`src/rtl/hull_fifo.sv`:
```
// rtl/hull_fifo.sv - single-clock FIFO with show-ahead or registered read, registered flags
// Optional HULL_FIFO_USEDW_EN adds usedw and almost_full outputs.
module hull_fifo #(
    parameter int TYPE      = 0,
    parameter int WIDTH     = 64,
    parameter int LOG_DEPTH = 4
) (
    input  logic                 clock,
    input  logic                 reset_n,
    input  logic                 wrreq,
    input  logic [WIDTH-1:0]     data,
    output logic                 full,
    input  logic                 rdreq,
    output logic [WIDTH-1:0]     q,
`ifdef HULL_FIFO_USEDW_EN
    output logic [LOG_DEPTH:0]   usedw,
    output logic                 almost_full,
`endif
    output logic                 empty
);

    localparam int                 DEPTH   = 1 << LOG_DEPTH;
    localparam logic [LOG_DEPTH:0] DEPTH_C = {1'b1, {LOG_DEPTH{1'b0}}};
    localparam logic [LOG_DEPTH:0] ONE_C   = {{LOG_DEPTH{1'b0}}, 1'b1};
    localparam logic [LOG_DEPTH-1:0] ONE_P = {{(LOG_DEPTH-1){1'b0}}, 1'b1};

    logic [WIDTH-1:0]     mem [DEPTH];
    logic [LOG_DEPTH-1:0] wr_ptr_q;
    logic [LOG_DEPTH-1:0] rd_ptr_q;
    logic [LOG_DEPTH:0]   count_q;
    logic [LOG_DEPTH:0]   count_d;
    logic                 empty_q;
    logic                 full_q;
    logic                 wr_ok;
    logic                 rd_ok;

    // Acceptance depends only on registered flags, so wrreq/rdreq never reach full/empty combinationally.
    assign wr_ok = wrreq & ~full_q;
    assign rd_ok = rdreq & ~empty_q;

    always_comb begin
        count_d = count_q;
        case ({wr_ok, rd_ok})
            2'b10:   count_d = count_q + ONE_C;
            2'b01:   count_d = count_q - ONE_C;
            default: count_d = count_q;
        endcase
    end

    always_ff @(posedge clock or negedge reset_n) begin
        if (!reset_n) begin
            wr_ptr_q <= '0;
            rd_ptr_q <= '0;
            count_q  <= '0;
            empty_q  <= 1'b1;
            full_q   <= 1'b0;
        end else begin
            if (wr_ok) wr_ptr_q <= wr_ptr_q + ONE_P;
            if (rd_ok) rd_ptr_q <= rd_ptr_q + ONE_P;
            count_q <= count_d;
            empty_q <= (count_d == '0);
            full_q  <= (count_d == DEPTH_C);
        end
    end

    // Storage is deliberately left out of reset.
    always_ff @(posedge clock) begin
        if (wr_ok) mem[wr_ptr_q] <= data;
    end

    generate
        if (TYPE == 1) begin : g_normal
            logic [WIDTH-1:0] rdata_q;
            always_ff @(posedge clock or negedge reset_n) begin
                if (!reset_n) rdata_q <= '0;
                else if (rd_ok) rdata_q <= mem[rd_ptr_q];
            end
            assign q = rdata_q;
        end else begin : g_showahead
            // Head entry is presented directly; forced to zero while empty so reset leaves q = 0.
            assign q = empty_q ? '0 : mem[rd_ptr_q];
        end
    endgenerate

    assign full  = full_q;
    assign empty = empty_q;

`ifdef HULL_FIFO_USEDW_EN
    logic almost_full_q;
    always_ff @(posedge clock or negedge reset_n) begin
        if (!reset_n) almost_full_q <= 1'b0;
        else          almost_full_q <= (count_d >= (DEPTH_C - ONE_C));
    end
    assign usedw       = count_q;
    assign almost_full = almost_full_q;
`endif

endmodule

```
`config.mk`:
```
export PLATFORM = sky130hd
export DESIGN_NAME = hull_fifo
export DESIGN_NICKNAME = d
export VERILOG_FILES = /design/src/rtl/hull_fifo.sv
export SDC_FILE = /design/constraint.sdc
export NUM_CORES = 1
export LEC_CHECK = 0
export ABC_AREA = 0
export CORE_MARGIN = 2
export CORE_UTILIZATION = 29
export CTS_CLUSTER_SIZE = 16
export DETAILED_ROUTE_END_ITERATION = 12
export SKIP_CTS_REPAIR_TIMING = 1
export SLEW_MARGIN = 10
export SYNTH_ARGS = -nofsm -noshare
export SYNTH_HDL_FRONTEND = slang
export SYNTH_SLANG_ARGS = --single-unit
```
`constraint.sdc`:
```
create_clock -name clock -period 5.1 [get_ports clock]
set_input_delay 0.765 -clock clock [delete_from_list [all_inputs] [get_ports clock]]
set_output_delay 0.765 -clock clock [all_outputs]
set_load 0.05 [all_outputs]
```
==> impl_metrics.xml <==
<?xml version="1.0" encoding="UTF-8"?>
<metrics>
  <group name="final_layout">
    <metric name="post-route-cell-area" unit="sq um">47000</metric>
    <metric name="post-route-util" unit="%">34.2</metric>
    <metric name="ratio_of_cells_with_drive_above_1_in_the_final_layout" unit="%">21.1</metric>
    <metric name="num-nets-final" unit="">2115</metric>
    <metric name="fillers" unit="">12700</metric>
    <metric name="area_growth" unit="%">17.3</metric>
    <metric name="layout_commonest_cell" unit="">edfxtp_1</metric>
    <metric name="leading_cell_types_in_the_layout_fill_and_taps_excluded" unit="">edfxtp_1, mux4_2, clkdlybuf4s50_1, clkbuf_16, nand2_1</metric>
  </group>
  <group name="logic_synthesis">
    <metric name="synthesized_flop_and_latch_total" unit="">1039</metric>
    <metric name="syn_area_per_cell" unit="sq um">21.6</metric>
    <metric name="netlist-cell-type-count" unit="">45</metric>
    <metric name="mappedNetlistArea" unit="sq um">40000</metric>
    <metric name="synth-edff-count" unit="">1024</metric>
    <metric name="synth_sequential_area_ratio" unit="%">77.7</metric>
    <metric name="asyncSetResetFlopFracSynth" unit="%">1.44</metric>
    <metric name="mappedNetlistNets" unit="">1930</metric>
    <metric name="synthesis.yosys.warnings" unit="">0</metric>
    <metric name="netlist_instances" unit="">1854</metric>
    <metric name="postSynth.topFlopCell" unit="">edfxtp_1</metric>
  </group>
  <group name="outcome">
    <metric name="status" unit="">finished clean</metric>
  </group>
  <group name="hold_path">
    <metric name="hold_end" unit="">count_q[4]$_DFF_PN0_</metric>
    <metric name="timing.hold.worst.start" unit="">count_q[4]$_DFF_PN0_</metric>
    <metric name="worstHoldPathType" unit="">register to register</metric>
    <metric name="min_delay_path_depth" unit="">1</metric>
  </group>
  <group name="global_routing">
    <metric name="grt_start_max_net_pins" unit="">75</metric>
    <metric name="number_of_antenna_violations_at_the_first_check_in_global_routing" unit="">16</metric>
    <metric name="groute.usage.overall" unit="%">13.7</metric>
    <metric name="grt.overflow.total" unit="">0</metric>
    <metric name="first_pass_grt_wire_length" unit="um">140000</metric>
    <metric name="vias_in_the_first_global_route" unit="">20000</metric>
  </group>
  <group name="worst_setup_path">
    <metric name="reg2reg_setup_slack" unit="ns">2.12</metric>
    <metric name="worst_r2r_endpoint" unit="">mem[11][39]$_DFFE_PP_</metric>
    <metric name="cp-end-kind" unit="">output pin</metric>
    <metric name="worst_ep_required_time" unit="ns">4.34</metric>
    <metric name="crit_type" unit="">register to output pin</metric>
    <metric name="worstPathArrival" unit="ns">4.06</metric>
    <metric name="r2r_cells" unit="">5</metric>
    <metric name="timing.critical_path.from_type" unit="">register</metric>
    <metric name="timing.critical_path.fanout_max" unit="">25</metric>
    <metric name="reg2reg_from" unit="">full$_DFF_PN0_</metric>
  </group>
  <group name="power_and_ir_drop">
    <metric name="power_per_standard_cell_area" unit="nW/um^2">600</metric>
    <metric name="power.ir.vdd_worst" unit="uV">478</metric>
    <metric name="report.power.total" unit="uW">28200</metric>
    <metric name="p_leak" unit="uW">0.0147</metric>
  </group>
  <group name="sta">
    <metric name="rsz0062_at_grt" unit="">false</metric>
    <metric name="drv_slew" unit="">0</metric>
    <metric name="max_slew_margin" unit="%">13.4</metric>
    <metric name="final.hold.worst_slack" unit="ns">0.484</metric>
    <metric name="final_min_period_over_clock_period" unit="%">94.6</metric>
    <metric name="finalSetupViolCount" unit="">0</metric>
    <metric name="final_period_minus_worst_setup_slack" unit="ns">4.82</metric>
    <metric name="setup_tns" unit="ns">0</metric>
    <metric name="finalHoldViolCount" unit="">0</metric>
    <metric name="clock_skew" unit="ns">0.0167</metric>
    <metric name="worst-slew-pin-transition" unit="ns">1.29</metric>
    <metric name="clock.fmax" unit="MHz">207</metric>
  </group>
  <group name="detailed_routing">
    <metric name="post-route-drc-count" unit="">0</metric>
    <metric name="route.vias.total" unit="">19200</metric>
    <metric name="wire_per_inst" unit="um">25.0</metric>
    <metric name="drt-total-wl" unit="um">97700</metric>
    <metric name="initialDrtViolationCount" unit="">1792</metric>
    <metric name="avgViaCountPerCell" unit="">4.90</metric>
    <metric name="antenna_violating_nets_post_route" unit="">0</metric>
    <metric name="detail_route.first_pass.iterations" unit="">8</metric>
  </group>
  <group name="placement">
    <metric name="port_buffers" unit="">133</metric>
    <metric name="placed_cell_area" unit="sq um">43800</metric>
    <metric name="half_perimeter_wire_length_after_detailed_placement" unit="um">53400</metric>
    <metric name="place_congestion" unit="">0.727</metric>
  </group>
  <group name="floorplanning">
    <metric name="design.die.area" unit="sq um">141000</metric>
    <metric name="core_area" unit="sq um">137000</metric>
    <metric name="boundaryPins" unit="">134</metric>
    <metric name="initial_util" unit="%">29.2</metric>
    <metric name="die_height" unit="um">376</metric>
    <metric name="horizontal_die_dimension" unit="um">376</metric>
    <metric name="row_count" unit="">136</metric>
  </group>
  <group name="clocking">
    <metric name="clkLatencyLatePin" unit="ns">0.68</metric>
    <metric name="cts_num_sinks" unit="">1039</metric>
    <metric name="cts.htree.levels" unit="">3</metric>
    <metric name="tritoncts.num_buffers" unit="">97</metric>
    <metric name="cts-root-to-sink-buffers" unit="">3</metric>
    <metric name="tritoncts" unit="">built</metric>
    <metric name="clkTransAtPathRegs" unit="ns">0.06</metric>
    <metric name="ctsRootBufferMaster" unit="">clkbuf_16</metric>
  </group>
  <group name="job">
    <metric name="max_cap_violations" unit="">0</metric>
  </group>
</metrics>
==> critical path, stage by stage, from the launching register on <==
cell             delay [ns]
dfrtp_4                0.74
inv_2                  0.13
buf_4                  0.26
nor2_1                 1.00
a32oi_1                0.12
nand3_1                0.17
o21ai_0                0.17
clkdlybuf4s50_1        0.76
==> power breakdown <==
| part | leakage, uW | internal (uW) | switching [uW] |
|---|---|---|---|
| sequential | 0.00942 | 10300 | 440 |
| combinational | 0.00383 | 3830 | 6460 |
| clock | 0.00150 | 4070 | 3080 |
==> cell type report <==
| cell class | instances | area (sq um) | share of cell area, % |
|---|---|---|---|
| sequential | 1039 | 31100 | 66.3 |
| multi-input combinational | 705 | 8340 | 17.8 |
| clock buffer | 131 | 2660 | 5.67 |
| tap | 1794 | 2240 | 4.78 |
| timing repair buffer | 191 | 2100 | 4.47 |
| clock inverter | 47 | 453 | 0.965 |
| inverter | 5 | 18.8 | 0.0400 |
| antenna | 2 | 5.00 | 0.0107 |
==> how the worst max path moves through the flow <==
stage                     cells past startpoint               startpoint  slack, ns                   end
final                                         7  rd_ptr_q[2]$_DFFE_PN0N_       0.28                 q[23]
after global routing                          7  rd_ptr_q[2]$_DFFE_PN0N_       0.14                 q[23]
after CTS                                     7  rd_ptr_q[2]$_DFFE_PN0N_       0.25                 q[23]
after detailed placement                      7  rd_ptr_q[2]$_DFFE_PN0N_       1.03                 q[23]
after global placement                        5  rd_ptr_q[2]$_DFFE_PN0N_       0.97                 q[54]
after floorplan                               5                    wrreq       1.60  mem[10][0]$_DFFE_PP_
==> state kept, by name, indices dropped and copies added (netlist names) <==
| name | cells |
|---|---|
| mem | 1024 |
| count_q | 5 |
| rd_ptr_q | 4 |
| wr_ptr_q | 4 |
| empty | 1 |
| full | 1 |
==> synthesized netlist by cell type, types with 2 or more instances <==
cell	count	area, sq um
a21oi_1	5	25.0
a22oi_1	75	563
a32oi_1	22	193
and2_1	17	106
buf_1	8	30.0
buf_2	17	85.1
buf_4	15	113
buf_6	17	191
clkbuf_1	46	173
dfrtp_1	14	350
edfxtp_1	1024	30700
ha_1	8	100
inv_1	5	18.8
mux2_2	47	529
mux2i_1	83	831
mux4_1	24	631
mux4_2	180	4050
nand2_1	91	342
nand3_1	24	120
nand3b_1	2	15.0
nand4_1	2	12.5
nor2_1	15	56.3
nor2_2	2	12.5
nor2b_1	6	37.5
nor3_1	2	10.0
nor3b_1	2	15.0
o211ai_1	22	165
o21ai_0	53	265
xnor2_1	8	70.1
xor2_1	3	26.3
==> layer usage <==
metal	up-vias	global-route usage, %	part of all wire, %
met5	-	0	0.11
met4	18	4.42	2.9
met3	179	2.86	6.1
met2	645	22.7	49
met1	10200	17.9	42
li1	8160	-	-
==> through the flow <==
step	cells	setup WS (ns)
6_report	3914	0.276
5_1_grt	3914	0.140
4_1_cts	3912	0.246
3_5_place_dp	3734	1.03
3_3_place_gp	3734	0.974
2_1_floorplan	1854	1.60
==> logic make-up after synthesis <==
kind of cell	synth area share, %
AOI/OAI and AO/OA	3.18
xor gates and xnor gates	0.241
adders and majority gates	0.250
buffers and inverters	1.59
DFF	77.7
muxes	15.1
and+or+nand+nor	1.88
(Power assumes the default switching activity.)
